### src/rtl/automat_comanda.sv
// Lemonade vending controller: credit tracking, timed dispense, change return.
// Optional stock tracking is enabled by defining AUTOMAT_STOC_EN.
//
// state      | meaning
// S_IDLE     | no credit held, waiting for coins
// S_CREDIT   | credit > 0, waiting for select/cancel/more coins
// S_DISPENSE | valve open, dispense timer running
// S_REST     | one cycle of change return (rest_valid high)
module automat_comanda #(
   parameter int PRET       = 3,
   parameter int CREDIT_MAX = 9,
   parameter int T_DISPENSE = 200000000,
   parameter int STOC_INIT  = 5
) (
   input  logic       clk,
   input  logic       rst,
   input  logic       p_ban,
   input  logic       p_select,
   input  logic       p_anulare,
   output logic [3:0] credit,
   output logic       dispensing,
   output logic [3:0] rest,
   output logic       rest_valid,
   output logic       ban_respins,
   output logic       err_fonduri,
   output logic       fara_stoc
);

   typedef enum logic [1:0] {S_IDLE, S_CREDIT, S_DISPENSE, S_REST} state_t;

   localparam logic [3:0]  PRET_L = 4'(PRET);
   localparam logic [3:0]  CMAX_L = 4'(CREDIT_MAX);
   localparam logic [27:0] T_LAST = 28'(T_DISPENSE - 1);

   state_t      state, state_nxt;
   logic [27:0] timer, timer_nxt;
   logic [3:0]  credit_nxt, rest_nxt;
   logic        disp_nxt, rv_nxt, ban_nxt, err_nxt;
   logic        stock_ok, buy;

   assign buy = (state == S_IDLE || state == S_CREDIT) && !p_anulare && p_select
                && stock_ok && (credit >= PRET_L);

   always_ff @(posedge clk) begin
      if (rst) begin
         state       <= S_IDLE;
         timer       <= '0;
         credit      <= '0;
         rest        <= '0;
         dispensing  <= 1'b0;
         rest_valid  <= 1'b0;
         ban_respins <= 1'b0;
         err_fonduri <= 1'b0;
      end else begin
         state       <= state_nxt;
         timer       <= timer_nxt;
         credit      <= credit_nxt;
         rest        <= rest_nxt;
         dispensing  <= disp_nxt;
         rest_valid  <= rv_nxt;
         ban_respins <= ban_nxt;
         err_fonduri <= err_nxt;
      end
   end

   always_comb begin
      state_nxt = state;
      case (state)
         S_IDLE, S_CREDIT: begin
            if (p_anulare) begin
               if (state == S_CREDIT) state_nxt = S_REST;
            end else if (p_select) begin
               if (buy) state_nxt = S_DISPENSE;
            end else if (p_ban && credit < CMAX_L) begin
               state_nxt = S_CREDIT;
            end
         end
         S_DISPENSE: if (timer == '0) state_nxt = (credit != '0) ? S_REST : S_IDLE;
         S_REST:     state_nxt = S_IDLE;
         default:    state_nxt = S_IDLE;
      endcase
   end

   // Timer counts down from T_DISPENSE-1; terminal count closes the valve.
   always_comb begin
      timer_nxt  = timer;
      credit_nxt = credit;
      rest_nxt   = rest;
      disp_nxt   = 1'b0;
      rv_nxt     = 1'b0;
      ban_nxt    = 1'b0;
      err_nxt    = 1'b0;
      case (state)
         S_IDLE, S_CREDIT: begin
            if (p_anulare) begin
               if (state == S_CREDIT) begin
                  rest_nxt   = credit;
                  credit_nxt = '0;
                  rv_nxt     = 1'b1;
               end
            end else if (p_select) begin
               if (buy) begin
                  credit_nxt = credit - PRET_L;
                  timer_nxt  = T_LAST;
                  disp_nxt   = 1'b1;
               end else if (stock_ok) begin
                  err_nxt = 1'b1;
               end
            end else if (p_ban) begin
               if (credit < CMAX_L) credit_nxt = credit + 4'd1;
               else                 ban_nxt    = 1'b1;
            end
         end
         S_DISPENSE: begin
            ban_nxt = p_ban;
            if (timer == '0) begin
               if (credit != '0) begin
                  rest_nxt   = credit;
                  credit_nxt = '0;
                  rv_nxt     = 1'b1;
               end
            end else begin
               timer_nxt = timer - 28'd1;
               disp_nxt  = 1'b1;
            end
         end
         S_REST:  ban_nxt = p_ban;
         default: ;
      endcase
   end

`ifdef AUTOMAT_STOC_EN
   logic [3:0] stock, stock_nxt;

   assign stock_ok  = (stock != 4'd0);
   assign stock_nxt = buy ? stock - 4'd1 : stock;

   always_ff @(posedge clk) begin
      if (rst) begin
         stock     <= 4'(STOC_INIT);
         fara_stoc <= 1'b0;
      end else begin
         stock     <= stock_nxt;
         fara_stoc <= (stock_nxt == 4'd0);
      end
   end
`else
   logic unused_stoc;

   assign unused_stoc = ^STOC_INIT;
   assign stock_ok    = 1'b1;
   assign fara_stoc   = 1'b0;
`endif

endmodule

### config.mk
export PLATFORM = sky130hd
export DESIGN_NAME = automat_comanda
export DESIGN_NICKNAME = d
export VERILOG_FILES = /design/src/rtl/automat_comanda.sv
export SDC_FILE = /design/constraint.sdc
export NUM_CORES = 1
export LEC_CHECK = 0
export CORE_UTILIZATION = 40
export DETAILED_ROUTE_END_ITERATION = 6
export PLACE_DENSITY = 0.65
export SYNTH_ARGS = -nofsm -noshare
export SYNTH_HDL_FRONTEND = slang
export SYNTH_SLANG_ARGS = --single-unit
### constraint.sdc
create_clock -name clk -period 2.2 [get_ports clk]
set_clock_uncertainty 0.1 [all_clocks]
set_input_delay 0.44 -clock clk [delete_from_list [all_inputs] [get_ports clk]]
set_output_delay 0.44 -clock clk [all_outputs]
set_load 0.03 [all_outputs]
# Word-level counts from Yosys, hierarchy flattened
# Index checks and enable logic that the tools add are counted.
# Widths: inputs -> output; s select.
# classes
n_mux	43
n_reduce_logical	17
add_sub_neg	3
n_bitwise	2
eq_ne	16
n_lt_le_gt_ge	2
# op_table
op	count
$mux 28	4
$pmux 28 s2	1
$mux 4	12
$logic_not 28->1	1
$sub 28x1->28 const B	1
$ne 2x2->1 const B	8
$ne 4x4->1 const B	4
$pmux 4 s2	2
$mux 2	7
$mux 1	13
$reduce_and 5->1	2
$reduce_and 7->1	1
$pmux 1 s2	3
$pmux 2 s3	1
$add 4x1->4 const B	1
$eq 2x2->1 const B	2
$ge 4x2->1 const B	1
$logic_and 1x1->1	4
$lt 4x4->1 const B	1
$reduce_and 4->1	1
$reduce_bool 4->1	1
$reduce_or 2->1	2
$reduce_or 4->1	1
$sub 4x2->4 const B	1
other kinds (7)	8
# totals
output_inout_bits	13
inputBits	5
regBits	42

# Longest topological paths before layout
# Gate-level depths: netlist (run 1).
# logic_depth
word_depth	9
mapped_depth	9
mapped_depth_nobuf	7

# Least setup slack after synthesis (run 1)
# Ideal clock, no wire load.
# synth_path
kind	register to register
start	register credit[1]
end	register timer[22]
path_slack_ns	0.050
t_arrival_ns	1.976
path_stages_with_launch	8
setup_ns	0.074
n_path_buf	1
path_cell_list	dfxtp_1 ha_1 or3_1 and3_1 buf_2 o2111ai_4 or4_1 a31oi_1
# synth_between
elab_chain_len	4
# synth_rtl
element	line	text
from (decl)	20	output logic [3:0] credit,
from (signal assigned)	57	credit <= credit_nxt;
$ge 4x2->1	42	&& stock_ok && (credit >= PRET_L);
$logic_and 1x1->1	42	
$ne 2x2->1 (no source line)	--	
$reduce_and 5->1 (no source line)	--	
to (signal assigned)	56	timer <= timer_nxt;
to (decl)	36	logic [27:0] timer, timer_nxt;
# Every way passes these cells.
# A chain may end at the register's enable or synchronous reset.

# Worst setup path after layout (run 1)
# layout_path
start	register timer[9]
end	register timer[25]
# layout_between
elab_chain_len	3
# layout_rtl
element	line
$sub 28x1->28 / $logic_not 28->1 (equally long branches)	123, 116
$mux 28 / $ne 2x2->1 (equally long branches)	--
$pmux 28 s2 / $reduce_and 5->1 (equally long branches)	--
# Several ways; a longest one is shown, not always the timed one. The select of a mux whose other input is x is not followed.

==> results of run 1 <==
## cell families (layout without fill, tap and decap cells)
logic type / Yosys count / after routing / synth area share [%]
buf+inv: 22 / 68 / 4.142
flops: 42 / 42 / 36.15
fa+ha+maj: 4 / 4 / 2.152
xor+xnor: 5 / 5 / 1.883
mux: 3 / 3 / 1.291
simple gates: 115 / 115 / 31.68
other cells: 1 / 1 / 0.1612
compound gates: 73 / 74 / 22.54
## sequential cells by signal (all words and copies together), names as in the netlist
signal and count:
timer 28, state 2, credit 4, err_fonduri 1, dispensing 1, ban_respins 1
rest_valid 1, rest 4
## synth_stat cells, types with 2 or more instances
cell	instances
buf_4	3
o21ai_0	7
a211oi_1	5
or3_1	17
buf_2	2
nand4_1	7
nor2b_1	2
a211o_1	3
xor2_1	2
a31o_2	2
a31oi_1	12
or4_4	2
a21o_1	2
nor4_1	5
mux2i_1	3
nor3_2	3
ha_1	4
dfxtp_1	42
nand2b_1	2
nor4_4	3
and4_1	5
clkbuf_1	8
and3_1	5
o31ai_1	7
a311oi_1	6
nand3_1	9
nor3_1	11
or4_1	7
nand2_1	12
o21ai_1	2
a21oi_1	18
xnor2_1	3
nor2_1	15
o31a_1	2
inv_1	8
## layout by cell type (no fill, tap or decap), types with 6 or more instances in the layout
cell type,count
a21oi_1,18
a31oi_1,12
buf_4,36
clkdlybuf4s50_1,16
dfxtp_1,40
inv_1,8
nand2_1,12
nand3_1,9
nand4_1,7
nor2_1,14
nor3_1,11
o31ai_1,7
or3_1,17
or4_1,6
## worst min-delay path by stage
stage           endpoint  slack, ns  depth (start not counted)
2_1_floorplan  timer[12]       0.36                          2
3_3_place_gp     rest[3]       0.36                          2
3_5_place_dp     rest[3]       0.36                          2
4_1_cts          rest[3]       0.37                          2
5_1_grt          rest[3]       0.40                          2
6_report         rest[3]       0.37                          2
## stage by stage
stage	hold WS [ns]	setup TNS, ns	power, mW	cells
final	0.3699	0	3.857	384
after global routing	0.3955	-0.1783	4.133	384
after CTS	0.3690	0	3.576	381
after detailed placement	0.3570	-0.4653	2.953	373
after global placement	0.3589	-0.3101	2.920	373
after floorplan	0.3609	0	2.440	265
## power by group
| group | internal, mW | switching [mW] |
|---|---|---|
| Sequential | 0.898 | 0.161 |
| Clock | 0.339 | 0.276 |
| Combinational | 0.954 | 1.23 |
## layer usage
layer	GRT usage (%)	up-vias	part of all wire [%]
met5	0	-	0
met4	4.815	0	0.72
met3	3.488	6	5.4
met2	29.91	53	45
met1	28.56	1082	49
li1	-	1128	-
## worst reg2reg max path, delay by kind of cell (launching register included)
family	cells	cell delay (ns)
AO/OA/AOI/OAI	1	0.16
flip-flops	1	0.36
AND/OR/NAND/NOR	4	1.44
## area by class of cell
class                           count  area [um^2]
Inverter                            8        30.03
Sequential cell                    42        843.3
Clock inverter                      2        37.54
Fill cell                         519         2595
Tap cell                           72        90.09
Clock buffer                        6        72.57
Timing Repair Buffer               52        430.4
Multi-Input combinational cell    202         1441
## repair_timing
item                                    CTS  global route
endpoints found under the hold margin     0             0
endpoints found under the setup margin    0            23
hold buffers                              0             0
buffers inserted                          0             2
resized for setup                         0            16
==> impl_metrics.csv, run 1 <==
group,metric,value,unit
placement,place_hpwl,4.149,mm
setup_path,timing.rr.start,"timer[9]",
timing,slew_viol_final,0,
global_route,overflow,0,
setup_path,r2r_cells,5,
drt,drt_iter0_drc,159,
yosys,ys_ff_latch,42,
yosys,syn_nets,274,
power_and_ir_drop,p_leak,1.132,nW
timing,finalHoldViolations,0,
die,design.die.area,6124,um^2
yosys,ys_seq_area_share,36.15,%
power_and_ir_drop,power_density,1309,nW/um^2
timing,rsz0062_at_grt,"true",
layout,final_nets,320,
cts,cts_sinks,42,
power_and_ir_drop,peakVddDrop,647.2,uV
timing,relSlewSlack,60.35,%
yosys,async_flop_share,0,%
setup_path,cp_data_required_time,2.32,ns
setup_path,crit_chain,"or4_4 -> nor3_4 -> nand4_1 -> or4_1 -> a31oi_1",
global_route,grt_usage,19.67,%
setup_path,start_kind,"flip-flop",
setup_path,rrSetupSlack,0.06,ns
drt,vias,2269,
cts,clk_pin_slew,0.08,ns
cts,clk_path_buf_depth,2,
placement,place.gp.congestion,0.8647,
die,die_w,78.26,um
layout,insertedDiodeCount,0,
timing,timing.final.crit_period,2.135,ns
die,ioPinCount,18,
setup_path,critPathBufInv,0,
cts,cts_tree,"built",
drt,routed_wirelength,5.855,mm
yosys,ys.flop_type,"dfxtp_1",
setup_path,endpoint,"timer[25]",
cts,cts_root_buf,"clkbuf_8",
die,rows,27,
timing,worstMarginPinSlew,0.5936,ns
layout,finish.utilization,53.16,%
placement,preCtsSetupSlack,-0.07833,ns
yosys,avgSynthCellArea,8.777,um^2
yosys,synth_area_leaders,"dfxtp_1, or3_1, a21oi_1",
yosys,ys_warn_count,0,
placement,portBuffers,16,
die,core-area,5540,um^2
setup_path,cp_slowest_cell,"or4_4",
worst_hold_path,min-delay-start,"rest[3]",
placement,place_area,2765,um^2
timing,fin_ws,0.06463,ns
global_route,grt_max_degree,17,
setup_path,slowest_delay,0.56,ns
cts,cts.htree.levels,2,
yosys,synthCells,265,
cts,worstSkewPairLatency,0.30,ns
drt,firstDrtPassIters,4,
yosys,yosys.area.top_type,"dfxtp_1",
setup_path,crit_family,"simple AND/OR/NAND/NOR gates",
drt,wl_per_cell,15.25,um
timing,setup_viol,0,
layout,drive_gt1_share,22.76,%
yosys,mappedNetlistArea,2326,um^2
die,start_util,41.98,%
setup_path,timing.rr.end,"timer[25]",
setup_path,path_max_fanout,6,
yosys,synth_cell_type_count,54,
global_route,grt_pass1_vias,2029,
yosys,synth-edff-count,0,
timing,max_freq,468.3,MHz
outcome,status,"finished, final reports clean",
setup_path,crit_start,"timer[9]",
drt,vias_per_cell,5.909,
worst_hold_path,hp-class,"flip-flop to flip-flop",
yosys,yosysTopAreaCellShare,36.15,%
setup_path,critical_path_cell_count,5,
layout,final_area,2945,um^2
drt,postRouteAntennaNets,0,
layout,area_growth,26.63,%
timing,finalCritPeriodShare,97.06,%
global_route,antenna_found_initial,0,
setup_path,worst-setup-path-type,"flip-flop to flip-flop",
setup_path,cp-end-kind,"flip-flop",
run,cap_violations,0,
global_route,grt_pass1_wl,9.639,mm
die,die-height,78.26,um
setup_path,worstPathArrival,2.26,ns
cts,cts_buffers,5,
drt,drc_errors,0,
Power figures use the tool's default switching activity.
==> run 2, diff against run 1 <==
- CAP_MARGIN: default -> 0
==> results of run 2 <==
Same layout as run 1: the final DEF is identical, and so are final timing and power.
==> run 3, diff against run 2 <==
- CORE_MARGIN: default -> 5
- SETUP_SLACK_MARGIN: default -> 0.1
==> impl_metrics.csv, run 3 (same netlist as run 1, synthesis figures left out) <==
group,metric,value,unit
timing,max_freq,468.4,MHz
timing,tns,0,ns
global_route,antenna_found_initial,0,
layout,fin_cells,388,
run,cap_violations,0,
layout,top_register,"timer",
power_and_ir_drop,seq_power_share,28.0,%
drt,vias,2217,
setup_path,path_max_fanout,7,
timing,rsz0062_at_grt,"true",
setup_path,worst-setup-path-type,"flip-flop to flip-flop",
setup_path,rrSetupSlack,0.07,ns
drt,postRouteAntennaNets,0,
placement,dpl.cell_count,376,
layout,final_nets,324,
placement,preCtsSetupSlack,-0.05796,ns
cts,worstSkewPairLatency,0.30,ns
timing,finalHoldViolations,0,
global_route,grt_max_degree,15,
power_and_ir_drop,peakVddDrop,706.6,uV
cts,clk_pin_slew,0.08,ns
global_route,grt_usage,16.62,%
power_and_ir_drop,switching_share,42.42,%
worst_hold_path,hp-class,"flip-flop to flip-flop",
layout,drive_gt1_share,27.22,%
setup_path,start_kind,"flip-flop",
layout,largest_reg_flops,28,
die,start_util,41.73,%
die,die_w,86.26,um
layout,mostFrequentLayoutCells,"buf_4, dfxtp_1, a21oi_1, or3_1, clkdlybuf4s50_1",
power_and_ir_drop,p_int,2.190,mW
power_and_ir_drop,power_density,1269,nW/um^2
drt,drt_iter0_drc,119,
drt,routed_wirelength,5.882,mm
cts,cts_sinks,42,
placement,portBuffers,16,
power_and_ir_drop,p_leak,1.165,nW
placement,place_hpwl,4.360,mm
layout,layout_commonest_cell,"buf_4",
timing,slew_viol_final,0,
drt,firstDrtPassIters,4,
layout,insertedDiodeCount,0,
global_route,grt_pass1_vias,2135,
power_and_ir_drop,fin_total_pwr,3.803,mW
layout,fill_cells,521,
outcome,status,"finished, final reports clean",
layout,reg_top3,"timer (28), credit (4), rest (4)",
setup_path,worstPathArrival,2.27,ns
power_and_ir_drop,switching_power,1.613,mW
global_route,grt_pass1_wl,9.949,mm
cts,cts_root_buf,"clkbuf_8",
timing,finalCritPeriodShare,97.04,%
setup_path,cp_data_required_time,2.33,ns
power_and_ir_drop,power_frac_clock,13.9,%
die,design.die.area,7440,um^2
cts,cts_buffers,5,
cts,cts.htree.levels,2,
placement,place.gp.congestion,0.8859,
die,core-area,5574,um^2
timing,setup_viol,0,
cts,clk_path_buf_depth,2,
power_and_ir_drop,comb_power_share,58.2,%
drt,drc_errors,0,
setup_path,cp-end-kind,"flip-flop",
drt,vias_per_cell,5.714,
layout,area_growth,28.83,%
die,ioPinCount,18,
drt,wl_per_cell,15.16,um
timing,timing.final.crit_period,2.135,ns
die,rows,27,
global_route,overflow,0,
cts,cts_tree,"built",
timing,fin_ws,0.06519,ns
die,die-height,86.26,um
run 3: critical path, cell delays in order (launching register included):
cell and delay [ns]:
dfxtp_4 0.37, or4_4 0.55, nor3_4 0.23, buf_4 0.15, nand2_4 0.06, or4_4 0.47, a31oi_1 0.13
run 3: final timing paths:
path,cells after the start,endpoint,start
setup / recovery,6,timer[21],timer[9]
hold / removal,2,rest[3],rest[3]
setup reg to reg,6,timer[21],timer[9]
hold reg to reg,2,rest[3],rest[3]
run 3: final cells by class:
cell class	count	area, um^2	share of cell area, %
multi-input combinational	201	1458	48.64
sequential	42	852.1	28.43
timing repair buffer	57	471.7	15.74
tap	72	90.09	3.006
clock buffer	6	82.58	2.756
inverter	8	30.03	1.002
clock inverter	2	12.51	0.4175
run 3: timing repair:
item | in CTS | in global routing
setup endpoints to repair | 13 | 29
resized for setup | 7 | 19
pin swaps | 1 | 11
setup buffers | 0 | 4
hold buffers | 0 | 0
run 3: routing by layer:
layer	track usage, %	wire length [um]	vias to the layer above
met5	0	0	-
met4	5.241	74	0
met3	3.897	207	8
met2	26.28	2706	29
met1	22.43	2894	1050
li1	-	-	1130
run 3: through the flow:
stage / hold WS (ns) / cell area [um^2] / utilization [%]
2_1_floorplan: 0.3609 / 2333 / -
3_3_place_gp: 0.3574 / 2793 / 50.10
3_5_place_dp: 0.3679 / 2793 / 50.10
4_1_cts: 0.3793 / 2907 / 52.14
5_1_grt: 0.4170 / 2997 / 53.76
6_report: 0.3774 / 2997 / 53.76
run 3: power by group through the flow:
stage / clock, mW / combinational, mW / sequential, mW
floorplan: 0 / 1.38 / 1.07
global placement: 0 / 1.96 / 1.05
detailed placement: 0 / 1.99 / 1.06
CTS: 0.537 / 2.02 / 1.05
global route: 0.572 / 2.45 / 1.09
finish: 0.528 / 2.21 / 1.06
